<file path="config.mk">
export PLATFORM = sky130hd
export DESIGN_NAME = instr_encoder_loader
export DESIGN_NICKNAME = d
export VERILOG_FILES = /design/src/rtl/instr_encoder_loader.sv
export SDC_FILE = /design/constraint.sdc
export NUM_CORES = 1
export LEC_CHECK = 0
export CORE_MARGIN = 3
export CORE_UTILIZATION = 55
export CTS_BUF_LIST = sky130_fd_sc_hd__clkbuf_8
export DETAILED_ROUTE_END_ITERATION = 10
export DONT_BUFFER_PORTS = 1
export GPL_TIMING_DRIVEN = 0
export PLACE_DENSITY = 0.68
export SLEW_MARGIN = 20
export SYNTH_ARGS = -nofsm -noshare
export SYNTH_HDL_FRONTEND = slang
export SYNTH_SLANG_ARGS = --single-unit
</file>
<file path="constraint.sdc">
create_clock -name clk -period 4.9 [get_ports clk]
set_clock_uncertainty 0.05 [all_clocks]
set_input_delay 1.225 -clock clk [delete_from_list [all_inputs] [get_ports clk]]
set_output_delay 1.225 -clock clk [all_outputs]
set_load 0.01 [all_outputs]
</file>
<file path="src/rtl/instr_encoder_loader.sv">
// instr_encoder_loader
//   Packs decoded RV32 field packets (R/I/S formats) into 32-bit instruction
//   words and writes them sequentially into instruction memory, starting at
//   BASE_ADDR after each start.
//
// Ports:
//   clk, rst_n          rising-edge clock, synchronous active-low reset
//   start               begin a load run (ignored while busy)
//   in_valid/in_ready   field packet handshake; in_last marks the final packet
//   fmt                 00=R, 01=I, 10=S, 11=illegal
//   opcode, rd, rs1, rs2, funct3, funct7, imm12   decoded fields
//   mem_we/mem_addr/mem_wdata   registered memory write port, one word/cycle
//   busy, done          run status
//   count               words written in this run
//   err                 sticky: bit0 format/opcode mismatch, bit1 address overflow
//
// Build option:
//   NOP_PAD_EN  when defined, the end of a program is followed by filling the
//               remaining addresses up to DEPTH-1 with addi x0,x0,0.
module instr_encoder_loader #(
  parameter int unsigned ADDR_W    = 8,
  parameter int unsigned BASE_ADDR = 0
) (
  input  logic              clk,
  input  logic              rst_n,
  input  logic              start,
  input  logic              in_valid,
  output logic              in_ready,
  input  logic              in_last,
  input  logic [1:0]        fmt,
  input  logic [6:0]        opcode,
  input  logic [4:0]        rd,
  input  logic [4:0]        rs1,
  input  logic [4:0]        rs2,
  input  logic [2:0]        funct3,
  input  logic [6:0]        funct7,
  input  logic [11:0]       imm12,
  output logic              mem_we,
  output logic [ADDR_W-1:0] mem_addr,
  output logic [31:0]       mem_wdata,
  output logic              busy,
  output logic              done,
  output logic [ADDR_W:0]   count,
  output logic [1:0]        err
);

  // The pointer carries one extra bit so it can step past DEPTH-1 without
  // wrapping back onto address 0.
  localparam logic [ADDR_W:0]   BASE_PTR  = (ADDR_W+1)'(BASE_ADDR);
  localparam logic [ADDR_W-1:0] BASE_A    = ADDR_W'(BASE_ADDR);
  localparam logic [ADDR_W:0]   LAST_PTR  = {1'b0, {ADDR_W{1'b1}}};
`ifdef NOP_PAD_EN
  localparam logic [31:0]       NOP_WORD  = 32'h0000_0013;
`endif

`ifdef NOP_PAD_EN
  typedef enum logic [1:0] {S_IDLE, S_LOAD, S_PAD, S_DONE} state_t;
`else
  typedef enum logic [1:0] {S_IDLE, S_LOAD, S_DONE} state_t;
`endif

  state_t          state, state_nxt;
  logic [ADDR_W:0] ptr;
  logic            accept, legal, at_last, start_run;
  logic [31:0]     packed_word;

  assign accept    = in_valid && in_ready;
  assign at_last   = (ptr == LAST_PTR);
  assign start_run = start && (state == S_IDLE || state == S_DONE);

  // Field packing and opcode/format consistency check
  always_comb begin
    legal       = 1'b0;
    packed_word = '0;
    case (fmt)
      2'b00: begin
        legal       = (opcode[5:4] == 2'b11);
        packed_word = {funct7, rs2, rs1, funct3, rd, opcode};
      end
      2'b01: begin
        legal       = !opcode[5];
        packed_word = {imm12, rs1, funct3, rd, opcode};
      end
      2'b10: begin
        legal       = (opcode[5:4] == 2'b10);
        packed_word = {imm12[11:5], rs2, rs1, funct3, imm12[4:0], opcode};
      end
      default: ;
    endcase
  end

  // State register
  always_ff @(posedge clk) begin
    if (!rst_n) state <= S_IDLE;
    else        state <= state_nxt;
  end

  // Next-state logic
  always_comb begin
    state_nxt = state;
    case (state)
      S_IDLE, S_DONE: if (start) state_nxt = S_LOAD;
      S_LOAD: begin
        if (accept) begin
          if (in_last) begin
`ifdef NOP_PAD_EN
            // A final word that already landed on DEPTH-1 leaves nothing to pad
            state_nxt = (legal && at_last) ? S_DONE : S_PAD;
`else
            state_nxt = S_DONE;
`endif
          end else if (legal && at_last) begin
            state_nxt = S_DONE;
          end
        end
      end
`ifdef NOP_PAD_EN
      S_PAD: if (at_last) state_nxt = S_DONE;
`endif
      default: state_nxt = S_IDLE;
    endcase
  end

  // Status outputs
  always_comb begin
    in_ready = (state == S_LOAD);
    done     = (state == S_DONE);
    busy     = (state == S_LOAD);
`ifdef NOP_PAD_EN
    busy     = (state == S_LOAD) || (state == S_PAD);
`endif
  end

  // Write port, pointer, count and error flags
  always_ff @(posedge clk) begin
    if (!rst_n) begin
      ptr       <= BASE_PTR;
      mem_we    <= 1'b0;
      mem_addr  <= BASE_A;
      mem_wdata <= '0;
      count     <= '0;
      err       <= '0;
    end else begin
      mem_we <= 1'b0;
      if (start_run) begin
        ptr      <= BASE_PTR;
        mem_addr <= BASE_A;
        count    <= '0;
        err      <= '0;
      end else if (state == S_LOAD && accept) begin
        if (legal) begin
          mem_we    <= 1'b1;
          mem_addr  <= ptr[ADDR_W-1:0];
          mem_wdata <= packed_word;
          ptr       <= ptr + 1'b1;
          count     <= count + 1'b1;
          if (at_last && !in_last) err[1] <= 1'b1;
        end else begin
          err[0] <= 1'b1;
        end
      end
`ifdef NOP_PAD_EN
      else if (state == S_PAD) begin
        mem_we    <= 1'b1;
        mem_addr  <= ptr[ADDR_W-1:0];
        mem_wdata <= NOP_WORD;
        ptr       <= ptr + 1'b1;
        count     <= count + 1'b1;
      end
`endif
    end
  end

endmodule

</file>
# [Yosys cells after proc, flatten, opt, wreduce, memory -nomap -nowiden]
# Index checks and enable logic that the tools add are counted.
# Widths: inputs -> output; s select.
[totals] register_bits=63 out_inout_bits=55 wordCells=50
[op_classes] add_sub_neg=2 n_eq_ne=10 mux=8 bitwise_logic=4 reduce_logical=18
[ops] operator="$pmux 32 s3" count=1
[ops] operator="$add 9x1->9 const B" count=2
[ops] operator="$eq 9x8->1 const B" count=1
[ops] operator="$reduce_and 3->1" count=3
[ops] operator="$eq 2x2->1 const B" count=4
[ops] operator="$mux 2" count=4
[ops] operator="$logic_and 1x1->1" count=5
[ops] operator="$eq 2x1->1 const B" count=2
[ops] operator="$logic_not 2->1" count=2
[ops] operator="$not 1->1" count=4
[ops] operator="$pmux 2 s2" count=1
[ops] operator="$reduce_and 2->1" count=2
[ops] operator="$reduce_or 2->1" count=2
[ops] operator="$ne 3x1->1 const B" count=1
[ops] operator="$pmux 1 s3" count=1
[ops] operator="$reduce_or 3->1" count=1
[ops] operator="$logic_not 1->1" count=2
[ops] operator="$ne 2x1->1 const B" count=1
[ops] operator="$ne 2x2->1 const B" count=1
[ops] operator="$logic_or 1x1->1" count=1
[ops] operator="$mux 1" count=1

# [Depth between registers and ports, before layout]
[depth] word_depth=7 ltp_mapped=7

# [Worst setup path after synthesis]
# Ideal clock, no wire load.
[synth_timing] kind="in2reg" from="in fmt[1]" to="reg count[6]" setup_ps=59 t_arrival_ps=2370 slack_ps=2420 stages=6 n_path_buf=2 cell_sequence="buf_6 nand2b_4 o22a_4 buf_6 or4_1 nand2_1"
[synth_between] elab_chain_len=3 elab_cells_between_ends=5 classes_between="2 x eq/ne; 1 x mux; 2 x reduce/logical"
[synth_rtl] element="start: declaration" line="30" text="input logic [1:0] fmt,"
[synth_rtl] element="$eq 2x2->1 (tied with other cells)" line="75" text="case (fmt)"
[synth_rtl] element="$pmux 1 s3 (*)" line="75"
[synth_rtl] element="$reduce_and 2->1 (no source line) (*)"
[synth_rtl] element="end signal: assignment" line="156" text="count <= count + 1'b1;"
[synth_rtl] element="end: declaration" line="43" text="output logic [ADDR_W:0] count,"
# Mark *: on every way between the ends. The rest lies on a longest branch, timed or not.
# A chain may end at the register's enable or synchronous reset.

# [Final worst setup path]
[layout_timing] from="reg state[0]" to="out in_ready"
[layout_between] elab_chain_len=1
[layout_rtl] element="start: declaration" line="62" text="state_t state, state_nxt;"
[layout_rtl] element="start signal: assignment" line="95" text="else state <= state_nxt;"
[layout_rtl] element="$eq 2x1->1"
[layout_rtl] element="end: declaration" line="28" text="output logic in_ready,"
# Every way passes these cells.

==> impl_metrics.csv <==
group,metric,value,unit
outcome,status,"finished, final reports clean",
critical_path,crit_chain,"nor2b_1 -> buf_4",
timing,rsz0062_at_grt,"no",
floorplanning,core-area,5140,µm²
critical_path,start_kind,"flip-flop",
place,place_ws,2.18,ns
floorplanning,rows,26,
cells_and_area,syn_to_final_growth,10.4,%
synth,ys_warn_count,0,
cells_and_area,num_antenna_cells,0,
global_routing,grt_pass1_vias,2495,
timing,finalHoldViolCount,0,
critical_path,worstPathArrival,1.34,ns
job,max_cap_viol_count,0,
critical_path,regToRegSetupSlack,2.87,ns
clocking,cts_tree,"yes",
timing,final.period_utilization,53.4,%
timing,fin_setup_tns,0,ns
critical_path,critPathMaxFanout,5,
timing,slew_viol_final,0,
synth,yosysTopAreaCellShare,42.6,%
critical_path,crit_type,"reg -> out",
critical_path,cp.required,3.62,ns
critical_path,max_stage_delay,0.44,ns
clocking,cts.sinks,63,
route,vias,2545,
power,power.density,347,nW/µm²
floorplanning,dieWidth,79.4,µm
synth,syn_inst,334,
timing,setup_violations,0,
global_routing,grt_max_degree,13,
floorplanning,die_h,79.4,µm
power,total_power,1.13,mW
timing,tightest_slew,0.662,ns
min_path,hp-class,"reg -> reg",
clocking,cts_resized,0,
global_routing,grt_pass1_wl,11.8,mm
cells_and_area,final_cell_mix,"dfxtp_1, nand2_1, a21oi_1, mux2i_1, nand3_1",
synth,ys_async_sr_fraction,0,%
global_routing,antenna_found_initial,0,
min_path,hp-start,"mem_wdata[0]$_SDFFE_PN0P_",
synth,synth_cell_types,37,
route,vias_per_cell,6.06,
synth,netlist_area,2960,µm²
cells_and_area,multiInputGateArea,1560,µm²
synth,syn_avg_cell_area,8.86,µm²
synth,synth_nets,388,
cells_and_area,seqCellArea,1260,µm²
route,wl_per_cell,17.4,µm
power,p_leak,1.35,nW
clocking,clkSlewWorstSetupHoldPaths,0.08,ns
place,place.gp.congestion,0.858,
clocking,clk_root_buffer_cell,"clkbuf_8",
route,wl,7.32,mm
critical_path,timing.rr.end,"mem_wdata[14]$_SDFFE_PN0P_",
min_path,hold_depth,2,
critical_path,crit_family,"simple AND/OR/NAND/NOR gates",
clocking,cts_setup_buffers,0,
cells_and_area,mostFrequentLayoutCell,"dfxtp_1",
timing,slew-limit-headroom,55.9,%
timing,min_period,2.62,ns
timing,timing.fmax,0.382,GHz
place,portBuffers,0,
global_routing,track_usage,23.9,%
route,drcViolationCount,0,
clocking,htree_num_levels,3,
cells_and_area,drive_above_1_share,9.43,%
synth,synth_top_area_cell,"dfxtp_1",
route,ant_nets,0,
floorplanning,io_pins,106,
place,dp_hpwl,5.28,mm
min_path,holdPathEnd,"mem_wdata[0]$_SDFFE_PN0P_",
power,ir_drop,287,µV
critical_path,r2r.worst_path.cells,5,
clocking,clk-insertion-delay-late,0.33,ns
clocking,cts_inserted_buffers,9,
synth,synth_enable_flop_cells,0,
clocking,hold_buffers,0,
cells_and_area,nFillCells,484,
route,first_iter_violations,105,
route,dr.pass1.iters,4,
clocking,clock_path_buffers,2,
critical_path,crit-reg2reg-launch,"state[0]$_SDFFE_PN0P_",
synth,synthFlopType,"dfxtp_1",
critical_path,critPathSlowestCell,"nor2b_1",
synth,synth-seq-area-share,42.6,%
critical_path,cp-end-kind,"output port",
synth,synth_seq_cells,63,
floorplanning,start_util,57.6,%
timing,whs,0.457,ns
critical_path,crit_buf_inv,1,
synth,ys_top_cells_by_area,"dfxtp_1, mux2i_1, nand2_1",
cells_and_area,utilization,63.6,%
global_routing,grt.overflow.total,0,
cells_and_area,final_nets,399,
floorplanning,dieArea,6300,µm²
timing,setup_ws,2.28,ns
[Yosys cell counts, types with 2 or more instances]
cell type and count:
a211oi_1 2, nand3_1 19, a21oi_1 23, o22ai_1 2
inv_1 2, o31ai_1 4, nor4b_2 2, or4_1 8
and2_1 2, ha_1 3, nor2b_1 18, dfxtp_1 63
o2111ai_1 7, nand2b_1 5, nand4_1 5, clkbuf_1 15
buf_6 2, and3_1 2, o21ai_0 17, buf_2 9
nand2_1 52, mux2i_1 23, or3_1 3, o211a_1 17
o211ai_1 9, nor2_1 9
[worst min-delay path: cells and delay by family (launching register included)]
kind | cells | cell delay [ns]
muxes | 1 | 0.05
and+or+nand+nor | 1 | 0.07
DFF | 1 | 0.34
[report_power, final]
group	internal [mW]	switching, mW	leakage (nW)	total (mW)
Combinational	0.0363	0.0690	0.737	0.105
Sequential	0.522	0.0110	0.509	0.533
Clock	0.287	0.210	0.105	0.497
Total	0.845	0.290	1.35	1.13
[cell type report]
type / count / area share (%)
multi-input cells: 241 / 47.6
well taps: 70 / 2.68
clock inverters: 7 / 2.99
plain buffers: 28 / 4.13
clock buffers: 9 / 3.79
flip-flops and latches: 63 / 38.6
inverters: 2 / 0.230
[through the flow]
step           std cells  cell area [µm²]
6_report             420             3270
5_1_grt              420             3270
4_1_cts              420             3270
3_5_place_dp         404             3050
3_3_place_gp         404             3050
2_1_floorplan        334             2960
[routing by layer]
metal	part of all wire [%]	vias to the layer above	GRT usage, %
li1	-	1239	-
met1	43	1221	28.4
met2	47	78	38.7
met3	8.5	7	9.18
met4	1.1	0	9.28
met5	0	-	0
[logic make-up after synthesis]
group                    synth area share [%]
AO/OA/AOI/OAI                            20.3
buffers and inverters                    4.82
adder cells (fa/ha/maj)                  1.27
AND/OR/NAND/NOR                          22.7
multiplexers                             7.78
flip-flops                               42.6
XOR/XNOR                                0.550
[worst max path at each step]
stage	startpoint	endpoint	slack, ns	cells after the start
2_1_floorplan	fmt[1]	count[6]$_SDFFE_PP0P_	2.42	6
3_3_place_gp	start	mem_addr[0]$_SDFFE_PP0P_	2.21	6
3_5_place_dp	start	mem_addr[7]$_SDFFE_PP0P_	2.18	6
4_1_cts	state[0]$_SDFFE_PN0P_	in_ready	2.26	2
5_1_grt	state[0]$_SDFFE_PN0P_	in_ready	2.18	2
6_report	state[0]$_SDFFE_PN0P_	in_ready	2.28	2
[sequential cells by signal, indices dropped and copies added, names as in the netlist]
name and count:
mem_addr 8, count 9, err 2, mem_wdata 32
ptr 9, state 2, mem_we 1
Power figures use the tool's default switching activity.
